--- config.mk ---
export PLATFORM = sky130hd
export DESIGN_NAME = multicycle_control_flat
export DESIGN_NICKNAME = d
export VERILOG_FILES = /design/src/rtl/multicycle_control_if.sv /design/src/rtl/multicycle_control.sv /design/src/flat_wrapper.sv
export SDC_FILE = /design/constraint.sdc
export NUM_CORES = 1
export LEC_CHECK = 0
export CAP_MARGIN = 25
export CORE_AREA = 2 2 44 46
export CTS_BUF_LIST = sky130_fd_sc_hd__clkbuf_16
export CTS_CLUSTER_SIZE = 28
export DETAILED_ROUTE_END_ITERATION = 6
export DIE_AREA = 0 0 46 48
export PLACE_DENSITY = 0.69
export REMOVE_ABC_BUFFERS = 1
export SYNTH_ARGS = -nofsm -noshare
export SYNTH_HDL_FRONTEND = slang
export SYNTH_SLANG_ARGS = --single-unit
--- constraint.sdc ---
create_clock -name CLK -period 5.55 [get_ports CLK]
set_input_delay 1.665 -clock CLK [delete_from_list [all_inputs] [get_ports CLK]]
set_output_delay 1.665 -clock CLK [all_outputs]
set_load 0.05 [all_outputs]
--- src/rtl/multicycle_control_if.sv ---
// rtl/multicycle_control_if.sv - opcode/handshake inputs and control-word outputs of the multicycle controller
interface multicycle_control_if;
    logic [5:0] OP;
    logic       MEM_READY;
    logic       PCWrite;
    logic       PCWriteCond;
    logic       IorD;
    logic       MemRead;
    logic       MemWrite;
    logic       IRWrite;
    logic       MemtoReg;
    logic       RegDst;
    logic       RegWrite;
    logic       ALUSrcA;
    logic [1:0] ALUSrcB;
    logic [1:0] ALUOp;
    logic [1:0] PCSource;
    logic       ILLEGAL;
    logic [3:0] STATE;

    modport master (
        input  OP, MEM_READY,
        output PCWrite, PCWriteCond, IorD, MemRead, MemWrite, IRWrite,
               MemtoReg, RegDst, RegWrite, ALUSrcA, ALUSrcB, ALUOp,
               PCSource, ILLEGAL, STATE
    );

    modport slave (
        output OP, MEM_READY,
        input  PCWrite, PCWriteCond, IorD, MemRead, MemWrite, IRWrite,
               MemtoReg, RegDst, RegWrite, ALUSrcA, ALUSrcB, ALUOp,
               PCSource, ILLEGAL, STATE
    );
endinterface

--- src/rtl/multicycle_control.sv ---
// rtl/multicycle_control.sv - multicycle MIPS-style control FSM with memory wait states
module multicycle_control #(
    parameter bit ENABLE_ADDI = 1'b1
) (
    input  logic                   CLK,
    input  logic                   RST,
    multicycle_control_if.master   bus
);
    typedef enum logic [3:0] {
        FETCH  = 4'd0,  DECODE = 4'd1,  MEMADR = 4'd2,  MEMRD  = 4'd3,
        MEMWB  = 4'd4,  MEMWR  = 4'd5,  EXEC   = 4'd6,  ALUWB  = 4'd7,
        BRANCH = 4'd8,  ADDIEX = 4'd9,  ADDIWB = 4'd10, JUMP   = 4'd11
    } state_t;

    typedef struct packed {
        logic       pc_write;
        logic       pc_write_cond;
        logic       ior_d;
        logic       mem_read;
        logic       mem_write;
        logic       ir_write;
        logic       memto_reg;
        logic       reg_dst;
        logic       reg_write;
        logic       alu_src_a;
        logic [1:0] alu_src_b;
        logic [1:0] alu_op;
        logic [1:0] pc_source;
        logic       illegal;
    } ctl_t;

    localparam logic [5:0] OP_LW   = 6'b100011;
    localparam logic [5:0] OP_SW   = 6'b101011;
    localparam logic [5:0] OP_RTYP = 6'b000000;
    localparam logic [5:0] OP_BEQ  = 6'b000100;
    localparam logic [5:0] OP_J    = 6'b000010;
    localparam logic [5:0] OP_ADDI = 6'b001000;

    state_t state;
    state_t next_state;
    ctl_t   ctl;
    ctl_t   ctl_out;

    always_ff @(posedge CLK) begin
        if (RST) begin
            state <= FETCH;
        end else begin
            state <= next_state;
        end
    end

    always_comb begin
        next_state = FETCH;
        ctl        = '0;
        case (state)
            FETCH: begin
                ctl.mem_read  = 1'b1;
                ctl.alu_src_b = 2'b01;
                ctl.ir_write  = bus.MEM_READY;
                ctl.pc_write  = bus.MEM_READY;
                next_state    = bus.MEM_READY ? DECODE : FETCH;
            end
            DECODE: begin
                // ALU precomputes the branch target while the opcode is decoded
                ctl.alu_src_b = 2'b11;
                case (bus.OP)
                    OP_LW, OP_SW: next_state = MEMADR;
                    OP_RTYP:      next_state = EXEC;
                    OP_BEQ:       next_state = BRANCH;
                    OP_J:         next_state = JUMP;
                    OP_ADDI: begin
                        if (ENABLE_ADDI) begin
                            next_state = ADDIEX;
                        end else begin
                            ctl.illegal = 1'b1;
                        end
                    end
                    default:      ctl.illegal = 1'b1;
                endcase
            end
            MEMADR: begin
                ctl.alu_src_a = 1'b1;
                ctl.alu_src_b = 2'b10;
                next_state    = (bus.OP == OP_LW) ? MEMRD : MEMWR;
            end
            MEMRD: begin
                ctl.mem_read = 1'b1;
                ctl.ior_d    = 1'b1;
                next_state   = bus.MEM_READY ? MEMWB : MEMRD;
            end
            MEMWB: begin
                ctl.reg_write = 1'b1;
                ctl.memto_reg = 1'b1;
            end
            MEMWR: begin
                ctl.mem_write = 1'b1;
                ctl.ior_d     = 1'b1;
                next_state    = bus.MEM_READY ? FETCH : MEMWR;
            end
            EXEC: begin
                ctl.alu_src_a = 1'b1;
                ctl.alu_op    = 2'b10;
                next_state    = ALUWB;
            end
            ALUWB: begin
                ctl.reg_write = 1'b1;
                ctl.reg_dst   = 1'b1;
            end
            BRANCH: begin
                ctl.alu_src_a     = 1'b1;
                ctl.alu_op        = 2'b01;
                ctl.pc_write_cond = 1'b1;
                ctl.pc_source     = 2'b01;
            end
            ADDIEX: begin
                ctl.alu_src_a = 1'b1;
                ctl.alu_src_b = 2'b10;
                next_state    = ADDIWB;
            end
            ADDIWB: begin
                ctl.reg_write = 1'b1;
            end
            JUMP: begin
                ctl.pc_write  = 1'b1;
                ctl.pc_source = 2'b10;
            end
            default: next_state = FETCH;
        endcase
    end

    // Reset masks every strobe, including the FETCH memory request
    assign ctl_out = RST ? '0 : ctl;

    assign bus.PCWrite     = ctl_out.pc_write;
    assign bus.PCWriteCond = ctl_out.pc_write_cond;
    assign bus.IorD        = ctl_out.ior_d;
    assign bus.MemRead     = ctl_out.mem_read;
    assign bus.MemWrite    = ctl_out.mem_write;
    assign bus.IRWrite     = ctl_out.ir_write;
    assign bus.MemtoReg    = ctl_out.memto_reg;
    assign bus.RegDst      = ctl_out.reg_dst;
    assign bus.RegWrite    = ctl_out.reg_write;
    assign bus.ALUSrcA     = ctl_out.alu_src_a;
    assign bus.ALUSrcB     = ctl_out.alu_src_b;
    assign bus.ALUOp       = ctl_out.alu_op;
    assign bus.PCSource    = ctl_out.pc_source;
    assign bus.ILLEGAL     = ctl_out.illegal;
    assign bus.STATE       = state;
endmodule
--- src/flat_wrapper.sv ---
// flat-port wrapper written by rule: the top's interface ports become plain ports
module multicycle_control_flat 
#(
    parameter bit ENABLE_ADDI = 1'b1
)
  (CLK, RST, bus_OP, bus_MEM_READY, bus_PCWrite, bus_PCWriteCond, bus_IorD, bus_MemRead, bus_MemWrite, bus_IRWrite, bus_MemtoReg, bus_RegDst, bus_RegWrite, bus_ALUSrcA, bus_ALUSrcB, bus_ALUOp, bus_PCSource, bus_ILLEGAL, bus_STATE);
  multicycle_control_if bus_i ();
  input  logic CLK;
  input  logic RST;
  input wire logic [$bits(bus_i.OP)-1:0] bus_OP;
  input wire logic [$bits(bus_i.MEM_READY)-1:0] bus_MEM_READY;
  output wire logic [$bits(bus_i.PCWrite)-1:0] bus_PCWrite;
  output wire logic [$bits(bus_i.PCWriteCond)-1:0] bus_PCWriteCond;
  output wire logic [$bits(bus_i.IorD)-1:0] bus_IorD;
  output wire logic [$bits(bus_i.MemRead)-1:0] bus_MemRead;
  output wire logic [$bits(bus_i.MemWrite)-1:0] bus_MemWrite;
  output wire logic [$bits(bus_i.IRWrite)-1:0] bus_IRWrite;
  output wire logic [$bits(bus_i.MemtoReg)-1:0] bus_MemtoReg;
  output wire logic [$bits(bus_i.RegDst)-1:0] bus_RegDst;
  output wire logic [$bits(bus_i.RegWrite)-1:0] bus_RegWrite;
  output wire logic [$bits(bus_i.ALUSrcA)-1:0] bus_ALUSrcA;
  output wire logic [$bits(bus_i.ALUSrcB)-1:0] bus_ALUSrcB;
  output wire logic [$bits(bus_i.ALUOp)-1:0] bus_ALUOp;
  output wire logic [$bits(bus_i.PCSource)-1:0] bus_PCSource;
  output wire logic [$bits(bus_i.ILLEGAL)-1:0] bus_ILLEGAL;
  output wire logic [$bits(bus_i.STATE)-1:0] bus_STATE;
  assign bus_i.OP = bus_OP;
  assign bus_i.MEM_READY = bus_MEM_READY;
  assign bus_PCWrite = bus_i.PCWrite;
  assign bus_PCWriteCond = bus_i.PCWriteCond;
  assign bus_IorD = bus_i.IorD;
  assign bus_MemRead = bus_i.MemRead;
  assign bus_MemWrite = bus_i.MemWrite;
  assign bus_IRWrite = bus_i.IRWrite;
  assign bus_MemtoReg = bus_i.MemtoReg;
  assign bus_RegDst = bus_i.RegDst;
  assign bus_RegWrite = bus_i.RegWrite;
  assign bus_ALUSrcA = bus_i.ALUSrcA;
  assign bus_ALUSrcB = bus_i.ALUSrcB;
  assign bus_ALUOp = bus_i.ALUOp;
  assign bus_PCSource = bus_i.PCSource;
  assign bus_ILLEGAL = bus_i.ILLEGAL;
  assign bus_STATE = bus_i.STATE;
  multicycle_control #(.ENABLE_ADDI(ENABLE_ADDI)) u_core (.CLK(CLK), .RST(RST), .bus(bus_i));
endmodule
# Yosys cells after proc, flatten, opt, wreduce, memory -nomap -nowiden
# Cells that the tools add are included.
op_classes:
  eq_ne: 16
  n_reduce_logical: 9
  mux: 22
ops:
  columns: ["cell", "count"]
  rows:
  - ["4-bit one-hot mux with 7 select lines", 1]
  - ["4-bit one-hot mux with 5 select lines", 1]
  - ["17-bit 2-to-1 mux", 1]
  - ["4-bit by 3-bit equality test with 1-bit output (second input constant)", 4]
  - ["4-bit equality test (second input constant)", 4]
  - ["6-bit equality test (second input constant)", 2]
  - ["1-bit 2-to-1 mux", 12]
  - ["3-bit 2-to-1 mux", 3]
  - ["4-bit by 2-bit equality test with 1-bit output (second input constant)", 2]
  - ["2-bit one-hot mux with 2 select lines", 2]
  - ["2-bit OR reduction", 4]
  - ["6-bit by 2-bit equality test with 1-bit output (second input constant)", 1]
  - ["6-bit by 3-bit equality test with 1-bit output (second input constant)", 1]
  - ["6-bit by 4-bit equality test with 1-bit output (second input constant)", 1]
  - ["6-bit zero test", 1]
  - ["2-bit one-hot mux with 3 select lines", 1]
  - ["6-bit OR reduction", 1]
  - ["4-bit by 1-bit equality test with 1-bit output (second input constant)", 1]
  - ["4-bit zero test", 1]
  - ["4-bit OR reduction", 1]
  - ["3-bit OR reduction", 1]
  - ["1-bit one-hot mux with 2 select lines", 1]
totals:
  word_cells: 48
  in_bits: 9
  reg_bits: 4

# Depth between registers and ports, before layout
logic_depth:
  word_depth: 5
  depth_mapped: 5

# Worst setup path after synthesis
# No wires, ideal clock.
synth_timing:
  path_kind: "input -> output"
  startpoint: "in RST"
  endpoint: "out bus_PCSource[0]"
  path_slack_ns: 0.030
  arrival_ns: 3.855
  path_stages: 3
  n_path_buf: 2
  cell_sequence: "clkbuf_1 nor4_1 buf_4"
synth_via:
  elab_chain_len: 1
synth_lines:
  columns: ["element", "line_no", "text"]
  rows:
  - ["start: declaration", "flat_wrapper.sv:9", "input logic RST;"]
  - ["17-bit 2-to-1 mux", "multicycle_control.sv:132", "assign ctl_out = RST ? '0 : ctl;"]
  - ["end: declaration", "flat_wrapper.sv:24", "output wire logic [$bits(bus_i.PCSource)-1:0] bus_PCSource;"]
# No other way between the ends.

# Worst setup path in the final report
layout_timing:
  startpoint: "in RST"
  endpoint: "out bus_PCWriteCond"
layout_via:
  elab_chain_len: 1
layout_lines:
  columns: ["element", "line_no", "text"]
  rows:
  - ["17-bit 2-to-1 mux", "multicycle_control.sv:132", null]
  - ["end: declaration", "flat_wrapper.sv:13", "output wire logic [$bits(bus_i.PCWriteCond)-1:0] bus_PCWriteCond;"]
# No other way between the ends.

==> flow_metrics.tcl <==
set metrics [dict create \
    fp.coreArea_mm2 0.00169 \
    ys_types 35 \
    critPathTopFamily "buffers and inverters" \
    cts_buffer_depth 2 \
    synth_top_cell_by_area "dfxtp_1" \
    post-route-cell-area_um2 901 \
    path_buf_inv 2 \
    dp_hpwl_mm 1.24 \
    dieArea_mm2 0.00221 \
    cts_tree "built" \
    synth_cells 86 \
    min_from "u_core.bus.STATE[3]" \
    via_per_inst 5.54 \
    place_congestion 0.784 \
    antenna_found_initial 0 \
    fin_crit_sh 0.938 \
    critical_path_arrival_ns 3.54 \
    die_y_um 48 \
    cts_buffers 3 \
    diodes 0 \
    grt_pass1_vias 587 \
    hold_path.class "flop to flop" \
    worstSetupStartpointType "input pin" \
    detail_route.wirelength_mm 1.66 \
    clock-skew-final_ns 0.000753 \
    hold_viol 0 \
    grt_max_degree 21 \
    yosys.area.top_type_share 0.141 \
    nets 121 \
    pre_cts_ws_ns 0.316 \
    synth.avg_cell_area_um2 6.59 \
    tightest_slew_ns 0.665 \
    hold_path_depth 2 \
    grt_pass1_wl_mm 2.56 \
    cts_setup_buffers 0 \
    slew_headroom 0.556 \
    worstSetupEndpointType "output port" \
    vdd_drop_max_uv 257 \
    finalPower_uw 184 \
    cp_slowest_cell "clkdlybuf4s50_1" \
    path_max_fanout 12 \
    rsz0062_at_grt "no" \
    leakage_uw 0.000316 \
    cts-resized-gates 0 \
    cp.required_ns 3.88 \
    drc 0 \
    slowest_delay_ns 0.87 \
    drv_slew 0 \
    globalRouteTotalUtil 0.164 \
    critPathKind "input pin to output port" \
    ys_ff_latch 4 \
    clkTransAtPathRegs_ns 0.03 \
    clk_latency_ns 0.22 \
    placed_area_um2 826 \
    crit_path_frequent_cell "clkdlybuf4s50_1" \
    ctsHoldBuffers 0 \
    fillers 169 \
    syn-cell-area_um2 567 \
    gr-total-overflow 0 \
    fin_crit_ns 5.21 \
    layout_setup_ws_ns 0.342 \
    synth-seq-area-share 0.141 \
    hold_ws_ns 0.662 \
    start_util 0.336 \
    min_to "u_core.bus.STATE[3]" \
    drtIter0Drc 19 \
    final_common_cell "clkdlybuf4s50_1" \
    yosys-top-cells-area "dfxtp_1, nor2_1, nor3_1, nor4_1, nand2b_1" \
    r2r-end "u_core.bus.STATE[1]" \
    die_w_um 46 \
    r2r-start "u_core.bus.STATE[1]" \
    cap_violations 0 \
    largest_reg_flops 4 \
    ff2ff_path_depth 4 \
    cts_sinks 4 \
    ys_warn_count 0 \
    cts_root_buf "clkbuf_16" \
    drtAntennaViolNets 0 \
    htreeDepth 1 \
    vias 703 \
    ios 30 \
    portBuffers 29 \
    max_freq_mhz 192 \
    crit_chain "clkdlybuf4s50_1 -> nor4_1 -> clkdlybuf4s50_1" \
    wire_per_inst_um 13.1 \
    firstDrtPassIters 4 \
    syn_to_final_growth_pct 58.9 \
    powerDensity_mw_per_mm2 205 \
    std_cell_rows 15 \
    drive_above_1_share 0.118 \
    ff2ff_setup_slack_ns 3.93 \
    final_cell_mix "clkdlybuf4s50_1, nor2_1, nor3_1" \
    setup_viol 0 \
    status "completed" \
]
[through the flow]
step / util / TNS [ns] / cells
2_1_floorplan: - / -1.31 / 78
3_3_place_gp: 0.489 / 0 / 124
3_5_place_dp: 0.489 / 0 / 124
4_1_cts: 0.533 / 0 / 127
5_1_grt: 0.533 / 0 / 127
6_report: 0.533 / 0 / 127
[worst max-delay path by stage]
stage / startpoint / to / slack, ns / cells past startpoint
finish: RST / bus_PCWriteCond / 0.34 / 3
detailed placement: RST / bus_PCWriteCond / 0.32 / 3
global route: RST / bus_IorD / 0.25 / 4
CTS: RST / bus_PCWriteCond / 0.32 / 3
global placement: RST / bus_ALUOp[1] / 0.37 / 4
floorplan: RST / bus_PCSource[0] / -0.65 / 1
[synth_stat cells]
library cell,n
nor2_1,17
nor3_1,7
nor4_1,5
a21oi_1,4
clkbuf_1,4
dfxtp_1,4
nand2b_1,4
and3_1,3
buf_2,3
inv_1,3
nand2_1,3
a2bb2oi_1,2
o211ai_1,2
o21ai_0,2
or2_1,2
xor2_1,2
a2111oi_2,1
a211o_1,1
a211oi_1,1
a21boi_1,1
a311oi_1,1
buf_4,1
maj3_1,1
mux2_2,1
mux2i_1,1
nand3_1,1
nand4_1,1
nor3b_1,1
o311ai_0,1
o32a_1,1
o41ai_1,1
or2_4,1
or3_1,1
or3_4,1
xnor2_1,1
[worst min-delay path, cell delays in order (launching register included)]
cell       delay (ns)
dfxtp_1          0.41
inv_1            0.12
a2111oi_2        0.07
[power by group]
part / leakage, uW / internal (uW) / total (uW) / switching (uW)
clock network: 0.0000370 / 92.0 / 112 / 19.7
registers: 0.0000325 / 29.6 / 31.7 / 2.16
logic: 0.000247 / 16.3 / 40.9 / 24.6
[layout make-up]
class / count / area, um^2 / share of cell area
flip-flops and latches: 4 / 80.1 / 0.0889
multi-input cells: 71 / 438 / 0.486
clock buffers: 3 / 75.1 / 0.0833
well taps: 17 / 21.3 / 0.0236
repair buffers: 29 / 275 / 0.306
inverters: 3 / 11.3 / 0.0125
[layer usage]
metal,global-route usage,part of all wire
met5,0,0
met4,0.0343,0.0084
met3,0.0679,0.057
met2,0.258,0.46
met1,0.209,0.47
[kinds of logic (layout without fill, tap and decap cells)]
kind of cell               after synthesis  count (layout)  share of synthesized area
AOI/OAI and AO/OA                       18              18                      0.243
xor gates and xnor gates                 3               3                     0.0464
adders and majority gates                1               1                     0.0177
buffers and inverters                   11              35                     0.0861
DFF                                      4               4                      0.141
muxes                                    2               2                     0.0375
and+or+nand+nor                         47              47                      0.428
(Power assumes the default switching activity.)
